<file path="config.mk">
export PLATFORM = sky130hd
export DESIGN_NAME = vid_timing_gen
export DESIGN_NICKNAME = d
export VERILOG_FILES = /design/src/rtl/vid_timing_pkg.sv /design/src/rtl/vid_timing_gen_tg_axis.sv /design/src/rtl/vid_timing_gen.sv
export SDC_FILE = /design/constraint.sdc
export NUM_CORES = 1
export LEC_CHECK = 0
export CORE_ASPECT_RATIO = 1.2
export CORE_MARGIN = 2
export CORE_UTILIZATION = 45
export CTS_CLUSTER_SIZE = 10
export DETAILED_ROUTE_END_ITERATION = 10
export PLACE_DENSITY_LB_ADDON = 0.1
export SLEW_MARGIN = 20
export SYNTH_ARGS = -nofsm -noshare
export SYNTH_HDL_FRONTEND = slang
export SYNTH_SLANG_ARGS = --single-unit
</file>
<file path="constraint.sdc">
create_clock -name c -period 2.7 [get_ports c]
set_clock_uncertainty 0.2 [all_clocks]
set_input_delay 0.54 -clock c [delete_from_list [all_inputs] [get_ports c]]
set_output_delay 0.54 -clock c [all_outputs]
set_load 0.03 [all_outputs]
</file>
<file path="src/rtl/vid_timing_pkg.sv">
// vid_timing_pkg: shared definitions for the raster timing generator.
//   region_e      - 2-bit region state for either axis (ACT, FP, SYNC, BP)
//   DEF_*         - 640x480@60 interval constants (default configuration)
//   TM_*          - small test-mode configuration (16 x 8 raster)
package vid_timing_pkg;

  typedef enum logic [1:0] {
    ST_ACT  = 2'd0,
    ST_FP   = 2'd1,
    ST_SYNC = 2'd2,
    ST_BP   = 2'd3
  } region_e;

  localparam int DEF_H_ACTIVE = 640;
  localparam int DEF_H_FP     = 16;
  localparam int DEF_H_SYNC   = 96;
  localparam int DEF_H_BP     = 48;
  localparam int DEF_V_ACTIVE = 480;
  localparam int DEF_V_FP     = 10;
  localparam int DEF_V_SYNC   = 2;
  localparam int DEF_V_BP     = 33;
  localparam int DEF_HW       = 10;
  localparam int DEF_VW       = 10;

  localparam int TM_H_ACTIVE = 8;
  localparam int TM_H_FP     = 2;
  localparam int TM_H_SYNC   = 3;
  localparam int TM_H_BP     = 3;
  localparam int TM_V_ACTIVE = 4;
  localparam int TM_V_FP     = 1;
  localparam int TM_V_SYNC   = 1;
  localparam int TM_V_BP     = 2;
  localparam int TM_HW       = 4;
  localparam int TM_VW       = 4;

endpackage

</file>
<file path="src/rtl/vid_timing_gen_tg_axis.sv">
// tg_axis: one raster axis. Fixed-period up-counter with region FSM.
//   c, clr      - clock, synchronous active-high reset
//   step        - advance one position this edge
//   count       - registered position, 0..TOTAL-1 (resets to TOTAL-1)
//   state       - registered region state (resets to ST_BP)
//   act_nxt     - next-cycle position is in the active region
//   sync_nxt    - next-cycle position is in the sync region
//   wrap        - this edge steps from TOTAL-1 back to 0
module tg_axis
  import vid_timing_pkg::*;
#(
  parameter int L_ACT  = 8,
  parameter int L_FP   = 2,
  parameter int L_SYNC = 3,
  parameter int L_BP   = 3,
  parameter int W      = 4
) (
  input  logic         c,
  input  logic         clr,
  input  logic         step,
  output logic [W-1:0] count,
  output region_e      state,
  output logic         act_nxt,
  output logic         sync_nxt,
  output logic         wrap
);

  localparam int TOTAL = L_ACT + L_FP + L_SYNC + L_BP;

  // Last position of each interval.
  localparam logic [W-1:0] E_ACT  = W'(L_ACT - 1);
  localparam logic [W-1:0] E_FP   = W'(L_ACT + L_FP - 1);
  localparam logic [W-1:0] E_SYNC = W'(L_ACT + L_FP + L_SYNC - 1);
  localparam logic [W-1:0] E_BP   = W'(TOTAL - 1);

  logic [W-1:0] r_cnt;
  region_e      r_st;
  logic [W-1:0] w_cnt_nxt;
  region_e      w_st_nxt;

  always_ff @(posedge c) begin
    if (clr) begin
      r_cnt <= E_BP;
      r_st  <= ST_BP;
    end else begin
      r_cnt <= w_cnt_nxt;
      r_st  <= w_st_nxt;
    end
  end

  always_comb begin
    w_cnt_nxt = r_cnt;
    w_st_nxt  = r_st;
    wrap      = 1'b0;
    if (step) begin
      if (r_cnt == E_BP) begin
        w_cnt_nxt = '0;
        wrap      = 1'b1;
      end else begin
        w_cnt_nxt = r_cnt + 1'b1;
      end
      unique case (r_st)
        ST_ACT:  if (r_cnt == E_ACT)  w_st_nxt = ST_FP;
        ST_FP:   if (r_cnt == E_FP)   w_st_nxt = ST_SYNC;
        ST_SYNC: if (r_cnt == E_SYNC) w_st_nxt = ST_BP;
        ST_BP:   if (r_cnt == E_BP)   w_st_nxt = ST_ACT;
        default: w_st_nxt = ST_BP;
      endcase
    end
  end

  assign count    = r_cnt;
  assign state    = r_st;
  assign act_nxt  = (w_st_nxt == ST_ACT);
  assign sync_nxt = (w_st_nxt == ST_SYNC);

endmodule

</file>
<file path="src/rtl/vid_timing_gen.sv">
// vid_timing_gen: raster timing generator.
//   c, clr, en          - pixel clock, sync active-high reset, advance enable
//   hcount, vcount      - current pixel column / line
//   hsync, vsync        - sync pulses, level SYNC_POL while asserted
//   de                  - data enable inside the active area
//   line_start          - one-cycle pulse on entering hcount=0
//   frame_start         - one-cycle pulse on entering (0,0)
// All decoded outputs are registered from next-state values so they line
// up with the counters they describe.
module vid_timing_gen
  import vid_timing_pkg::*;
#(
  parameter int   H_ACTIVE = DEF_H_ACTIVE,
  parameter int   H_FP     = DEF_H_FP,
  parameter int   H_SYNC   = DEF_H_SYNC,
  parameter int   H_BP     = DEF_H_BP,
  parameter int   V_ACTIVE = DEF_V_ACTIVE,
  parameter int   V_FP     = DEF_V_FP,
  parameter int   V_SYNC   = DEF_V_SYNC,
  parameter int   V_BP     = DEF_V_BP,
  parameter int   HW       = DEF_HW,
  parameter int   VW       = DEF_VW,
  parameter logic SYNC_POL = 1'b0
) (
  input  logic          c,
  input  logic          clr,
  input  logic          en,
  output logic [HW-1:0] hcount,
  output logic [VW-1:0] vcount,
  output logic          hsync,
  output logic          vsync,
  output logic          de,
  output logic          line_start,
  output logic          frame_start
);

  localparam int H_TOTAL = H_ACTIVE + H_FP + H_SYNC + H_BP;
  localparam int V_TOTAL = V_ACTIVE + V_FP + V_SYNC + V_BP;

  if (H_ACTIVE < 1 || H_FP < 1 || H_SYNC < 1 || H_BP < 1 ||
      V_ACTIVE < 1 || V_FP < 1 || V_SYNC < 1 || V_BP < 1 ||
      H_TOTAL > (1 << HW) || V_TOTAL > (1 << VW)) begin : g_cfg_err
    $error("vid_timing_gen: illegal interval/width configuration");
  end

  logic    w_h_act_nxt, w_h_sync_nxt, w_h_wrap;
  logic    w_v_act_nxt, w_v_sync_nxt, w_v_wrap;
  logic    w_v_step;
  region_e w_h_state, w_v_state;

  logic r_de, r_hsync, r_vsync, r_line_start, r_frame_start;

  tg_axis #(
    .L_ACT (H_ACTIVE),
    .L_FP  (H_FP),
    .L_SYNC(H_SYNC),
    .L_BP  (H_BP),
    .W     (HW)
  ) u_h_axis (
    .c       (c),
    .clr     (clr),
    .step    (en),
    .count   (hcount),
    .state   (w_h_state),
    .act_nxt (w_h_act_nxt),
    .sync_nxt(w_h_sync_nxt),
    .wrap    (w_h_wrap)
  );

  assign w_v_step = w_h_wrap & en;

  tg_axis #(
    .L_ACT (V_ACTIVE),
    .L_FP  (V_FP),
    .L_SYNC(V_SYNC),
    .L_BP  (V_BP),
    .W     (VW)
  ) u_v_axis (
    .c       (c),
    .clr     (clr),
    .step    (w_v_step),
    .count   (vcount),
    .state   (w_v_state),
    .act_nxt (w_v_act_nxt),
    .sync_nxt(w_v_sync_nxt),
    .wrap    (w_v_wrap)
  );

  // With en=0 the next states equal the current ones and the wrap flags are
  // low, so de/syncs hold and the pulses drop without extra gating.
  always_ff @(posedge c) begin
    if (clr) begin
      r_de          <= 1'b0;
      r_hsync       <= ~SYNC_POL;
      r_vsync       <= ~SYNC_POL;
      r_line_start  <= 1'b0;
      r_frame_start <= 1'b0;
    end else begin
      r_de          <= w_h_act_nxt & w_v_act_nxt;
      r_hsync       <= w_h_sync_nxt ? SYNC_POL : ~SYNC_POL;
      r_vsync       <= w_v_sync_nxt ? SYNC_POL : ~SYNC_POL;
      r_line_start  <= w_h_wrap;
      r_frame_start <= w_h_wrap & w_v_wrap;
    end
  end

  assign de          = r_de;
  assign hsync       = r_hsync;
  assign vsync       = r_vsync;
  assign line_start  = r_line_start;
  assign frame_start = r_frame_start;

  // Region states are exposed by the axis for debug; not needed for decode.
  logic w_unused;
  assign w_unused = ^{w_h_state, w_v_state};

endmodule

</file>
==> impl_metrics.py, run 1 <==
metrics = {
    "run_status": {
        "outcome": "finished clean",
    },
    "detailed_routing": {
        "drt_iter0_markers": 29,
        "vias": 1278,
        "dr.pass1.iters": 4,
        "post_drt_wl_per_cell_um": 13.6,
        "wl_mm": 3.12,
        "postRouteAntennaNets": 0,
        "drc_errors": 0,
        "viasPerCell": 5.58,
    },
    "timing": {
        "drv_slew": 0,
        "rsz0062_at_grt": "no",
        "final.setup.worst_slack_ns": 0.335,
        "slew_headroom_pct": 68.4,
        "hold_viol": 0,
        "fin_crit_sh_pct": 87.6,
        "tns_ns": 0,
        "fin_crit_ns": 2.36,
        "setup_violations": 0,
        "fmax_ghz": 0.423,
        "whs_ns": 0.370,
        "worstMarginPinSlew_ns": 0.473,
    },
    "critical_path": {
        "r2r_cells": 5,
        "cp.arrival_ns": 1.62,
        "cpMaxStageDelayCell": "clkdlybuf4s50_1",
        "end_kind": "primary output",
        "r2r_end": "u_v_axis.count[9]",
        "r2r_slack_ns": 0.39,
        "worstPathCellList": "clkdlybuf4s50_1",
        "slowest_delay_ns": 0.75,
        "critPathTopFamily": "buffers and inverters",
        "cp_num_buf_inv": 1,
        "r2r_start": "u_h_axis.count[5]",
        "critical_path_class": "flop to primary output",
        "cp_max_fo": 12,
        "cp.required_ns": 1.96,
        "crit_path_start_kind": "flop",
    },
    "place": {
        "place_area_mm2": 0.00175,
        "port_buffers": 27,
        "dp_hpwl_mm": 2.31,
        "placed_cells": 221,
        "dp_worst_setup_slack_ns": 0.141,
        "gp_congestion": 0.775,
    },
    "clock_network": {
        "clk_pin_slew_ns": 0.09,
        "insertion_delay_ns": 0.33,
        "cts_buffer_depth": 2,
        "root_buffer": "clkbuf_4",
        "hold_buffers": 0,
        "cts_resized": 0,
        "htree_num_levels": 2,
        "cts_made_buffers": 5,
        "cts_sinks": 29,
        "cts_tree": "built",
        "postCtsSetupBuffers": 0,
    },
    "floorplan": {
        "dieWidth_um": 55.8,
        "num_rows": 22,
        "core_mm2": 0.00306,
        "design.die.area_mm2": 0.00369,
        "die_h_um": 66.1,
        "initial_core_util_pct": 47.3,
        "pin_count": 28,
    },
    "cells_and_area": {
        "fin_area_mm2": 0.00180,
        "drive_above_1_share_pct": 13.5,
        "area.growth.synth_to_final_pct": 24.7,
        "antennaDiodeCount": 0,
        "layout_commonest_cell": "dfxtp_1",
        "layout_common_cells": "29 x dfxtp_1, 27 x clkdlybuf4s50_1, 20 x nor2_1",
        "final_nets": 199,
        "finalNonFillerCells": 229,
        "fin_util_pct": 59.1,
    },
    "synthesis": {
        "avgSynthCellArea_um2": 9.04,
        "syn-num-nets": 167,
        "syn_inst": 160,
        "ys_ff_latch": 29,
        "ys.flop_type": "dfxtp_1",
        "synth_top_area_share_pct": 40.1,
        "yosysWarnings": 0,
        "synth.area.top_cells": "dfxtp_1 40%, nor2_1 5.2%, xor2_1 4.2%",
        "async_flop_share_pct": 0,
        "synth.distinct_cells": 45,
        "synth_edf_count": 0,
        "ys_seq_area_share_pct": 40.1,
        "synth_area_mm2": 0.00145,
        "yosys.area.top_type": "dfxtp_1",
    },
    "hold_path": {
        "worstHoldStart": "u_h_axis.count[1]",
        "hp-class": "flop to flop",
        "worstHoldPathCells": 1,
        "hold_end": "u_h_axis.count[1]",
    },
    "global_routing": {
        "antenna_found_initial": 0,
        "grt_start_max_net_pins": 14,
        "grt_overflow": 0,
        "grt_usage_pct": 18.8,
        "grt_pass1_wl_mm": 5.31,
        "grt_pass1_vias": 1200,
    },
    "power_and_ir_drop": {
        "p_leak_nw": 0.691,
        "total_power_mw": 1.21,
        "vdd_ir_drop_max_uv": 466,
        "power.density_mw_per_mm2": 668,
    },
    "flow_run": {
        "max-cap-violations": 0,
    },
}
cell families (layout without fill, tap and decap cells):
logic type / after synthesis / after routing / synth area share, %
compound gates: 23 / 23 / 12.1
flops: 29 / 29 / 40.1
xor+xnor: 13 / 13 / 7.87
fa+ha+maj: 4 / 4 / 3.46
simple gates: 78 / 78 / 31.7
buf+inv: 13 / 46 / 4.76
how the worst max path moves through the flow:
stage | startpoint | endpoint | slack (ns) | cells after the start
after global placement | en | u_v_axis.count[9] | 0.17 | 6
after CTS | u_h_axis.count[4] | hcount[4] | 0.33 | 1
after floorplan | u_h_axis.count[0] | u_v_axis.count[9] | 0.23 | 7
final | u_h_axis.count[4] | hcount[4] | 0.34 | 1
after detailed placement | en | u_v_axis.count[9] | 0.14 | 6
after global routing | u_h_axis.count[4] | hcount[4] | 0.25 | 1
worst register-to-register path: cells and delay by family, from the launching register on:
family                    cells  cell delay (ns)
and+or+nand+nor               3             1.35
DFF                           1             0.39
xor gates and xnor gates      1             0.09
AOI/OAI and AO/OA             1             0.18
state kept, by name (all words and copies together), names as in the netlist:
name,cells
de,1
frame_start,1
hsync,1
line_start,1
u_h_axis.count,10
u_h_axis.state,2
u_v_axis.count,10
u_v_axis.state,2
vsync,1
cells in the mapped netlist, types with 2 or more instances:
master,count
a211o_1,2
or2_2,3
nand2b_1,3
nand3_1,7
nand4_1,5
xor2_1,7
a31oi_1,2
nor2_1,20
nand4b_1,3
ha_1,4
inv_1,6
clkbuf_1,3
buf_6,2
o21ai_0,5
a21o_2,2
nand2_1,10
and4_2,2
dfxtp_1,29
nor3_1,7
nand3b_1,2
xnor2_1,6
nor3b_1,2
a221o_1,2
and3_1,4
a21o_1,2
per-layer routing:
| layer | share of wire, % | vias up | track usage [%] | wire, um |
|---|---|---|---|---|
| li1 | - | 639 | - | - |
| met1 | 43 | 595 | 20.7 | 1340 |
| met2 | 50 | 34 | 32.3 | 1570 |
| met3 | 4.6 | 10 | 5.48 | 143 |
| met4 | 2.3 | 0 | 10.7 | 72 |
| met5 | 0 | - | 0 | 0 |
report_power, final:
part / internal [mW] / total (mW) / switching, mW
clock: 0.0989 / 0.244 / 0.145
sequential: 0.479 / 0.550 / 0.0704
combinational: 0.181 / 0.412 / 0.231
total: 0.759 / 1.21 / 0.447
area by class of cell:
cell class                 instances  area (um^2)
multi-input combinational        118          797
tap                               36         45.0
clock inverter                     2         10.0
fill                             283         1250
clock buffer                       6         41.3
timing repair buffer              32          308
inverter                           6         22.5
sequential                        29          581
Note: power is estimated with default switching activity, not from simulation.
==> run 2, diff against run 1 <==
Settings changed: CAP_MARGIN set to 40, GPL_ROUTABILITY_DRIVEN set to 0.
==> results of run 2 <==
Same layout as run 1: the final DEF is identical, and so are final timing and power.
==> run 3, diff against run 2 <==
Settings changed: CTS_CLUSTER_SIZE 10 to 28, SETUP_SLACK_MARGIN set to 0.4.
Clock period 2.7 ns to 1.95 ns, I/O delays scaled along.
==> impl_metrics.py, run 3 (same netlist as run 1, synthesis figures left out) <==
metrics = {
    "global_routing": {
        "grt_usage_pct": 23.3,
        "grt_pass1_wl_mm": 6.46,
        "grt_overflow": 0,
        "grt_pass1_vias": 1382,
        "grt_start_max_net_pins": 15,
        "antenna_found_initial": 0,
    },
    "flow_run": {
        "max-cap-violations": 0,
    },
    "floorplan": {
        "dieWidth_um": 55.8,
        "initial_core_util_pct": 47.3,
        "num_rows": 22,
        "design.die.area_mm2": 0.00369,
        "pin_count": 28,
        "core_mm2": 0.00306,
        "die_h_um": 66.1,
    },
    "run_status": {
        "outcome": "finished with violations",
        "violations": "setup timing",
    },
    "critical_path": {
        "cp_max_fo": 4,
        "crit_top_cell": "buf_6",
        "r2r_slack_ns": -0.04,
        "cp.required_ns": 2.03,
        "end_kind": "flop",
        "r2r_end": "vsync",
        "crit_path_start_kind": "flop",
        "r2r_start": "u_h_axis.count[1]",
        "critPathTopFamily": "simple AND/OR/NAND/NOR gates",
        "r2r_cells": 8,
        "cp.arrival_ns": 2.07,
        "critical_path_class": "flop to flop",
        "cpMaxStageDelayCell": "dfxtp_4",
        "cp_num_buf_inv": 2,
        "slowest_delay_ns": 0.38,
        "crit_cells": 8,
        "worstPathCellList": "ha_4 > nand4_1 > nor3_4 > buf_6 > buf_6 > a41o_1 > a31o_4 > nand2b_4",
    },
    "clock_network": {
        "hold_buffers": 0,
        "cts_sinks": 29,
        "insertion_delay_ns": 0.34,
        "cts_tree": "built",
        "cts_made_buffers": 5,
        "htree_num_levels": 2,
        "clk_pin_slew_ns": 0.09,
        "cts_buffer_depth": 2,
        "root_buffer": "clkbuf_4",
    },
    "power_and_ir_drop": {
        "p_int_mw": 1.41,
        "comb_power_share_pct": 49.3,
        "p_switching_mw": 0.854,
        "p_leak_nw": 1.03,
        "pwr-share-clk_pct": 17.1,
        "vdd_ir_drop_max_uv": 680,
        "seq_power_share_pct": 33.6,
        "switching_share_pct": 37.7,
        "power.density_mw_per_mm2": 904,
    },
    "place": {
        "dp_hpwl_mm": 2.53,
        "place_area_mm2": 0.00200,
        "port_buffers": 27,
        "dp_worst_setup_slack_ns": -0.485,
    },
    "hold_path": {
        "worstHoldPathCells": 2,
        "hp-class": "flop to flop",
        "hold_end": "u_v_axis.count[8]",
        "worstHoldStart": "u_v_axis.count[8]",
    },
    "detailed_routing": {
        "wl_mm": 4.57,
        "dr.pass1.iters": 4,
        "drc_errors": 0,
        "postRouteAntennaNets": 0,
        "viasPerCell": 5.77,
        "vias": 1552,
        "drt_iter0_markers": 74,
        "post_drt_wl_per_cell_um": 17.0,
    },
    "timing": {
        "drv_slew": 0,
        "setup_violations": 5,
        "slew_headroom_pct": 72.0,
        "fin_crit_sh_pct": 102,
        "fin_crit_ns": 1.99,
        "whs_ns": 0.350,
        "final.setup.worst_slack_ns": -0.0433,
        "tns_ns": -0.135,
        "fmax_ghz": 0.502,
        "rsz0062_at_grt": "yes",
        "worstMarginPinSlew_ns": 0.416,
        "hold_viol": 0,
    },
    "cells_and_area": {
        "fin_util_pct": 82.0,
        "drive_above_1_share_pct": 62.7,
        "antennaDiodeCount": 0,
        "final_nets": 239,
        "layout_common_cells": "39 x buf_6, 21 x buf_4, 12 x nor2_1",
        "layout_commonest_cell": "buf_6",
        "area.growth.synth_to_final_pct": 73.3,
        "fin_area_mm2": 0.00251,
    },
}
[run 3: worst min-delay path, delay by kind of cell (launching register included)]
family,cells,cell delay [ns]
AND/OR/NAND/NOR,1,0.06
XOR/XNOR,1,0.08
flip-flops,1,0.38
[run 3: routing by layer]
metal  global-route usage, %  up-vias  wire (um)
li1                        -      724          -
met1                    24.2      757       1770
met2                    43.3       59       2480
met3                    5.68       12        186
met4                    11.9        0        139
met5                       0        -          0
[run 3: how the worst max path moves through the flow]
stage	start	end	slack, ns
2_1_floorplan	u_h_axis.count[6]	u_v_axis.count[9]	-0.15
3_3_place_gp	en	u_v_axis.count[3]	-0.45
3_5_place_dp	en	u_v_axis.count[3]	-0.49
4_1_cts	u_h_axis.count[0]	de	0.01
5_1_grt	u_h_axis.count[1]	vsync	-0.15
6_report	u_h_axis.count[1]	vsync	-0.04
[run 3: power by group through the flow]
stage / clock network [mW] / registers (mW) / logic [mW]
global placement: 0 / 0.753 / 0.734
finish: 0.387 / 0.760 / 1.12
global route: 0.420 / 0.771 / 1.17
floorplan: 0 / 0.863 / 0.358
detailed placement: 0 / 0.756 / 0.738
CTS: 0.400 / 0.746 / 0.883
[run 3: timing repair]
item	4_1_cts	5_1_grt
buffers inserted	8	9
pin swaps	20	19
resized for setup	175	67
cloned	1	0
setup endpoints to repair	52	47
[run 3: layout make-up]
class	count	area, um^2
tap	36	45.0
sequential	29	631
timing repair buffer	72	691
clock buffer	8	58.8
fill	176	549
multi-input combinational	118	1060
inverter	6	22.5
[run 3: through the flow]
| stage | std cells | power (mW) |
|---|---|---|
| after CTS | 260 | 2.03 |
| after global routing | 269 | 2.36 |
| final | 269 | 2.27 |
| after floorplan | 160 | 1.22 |
| after global placement | 243 | 1.49 |
| after detailed placement | 243 | 1.49 |
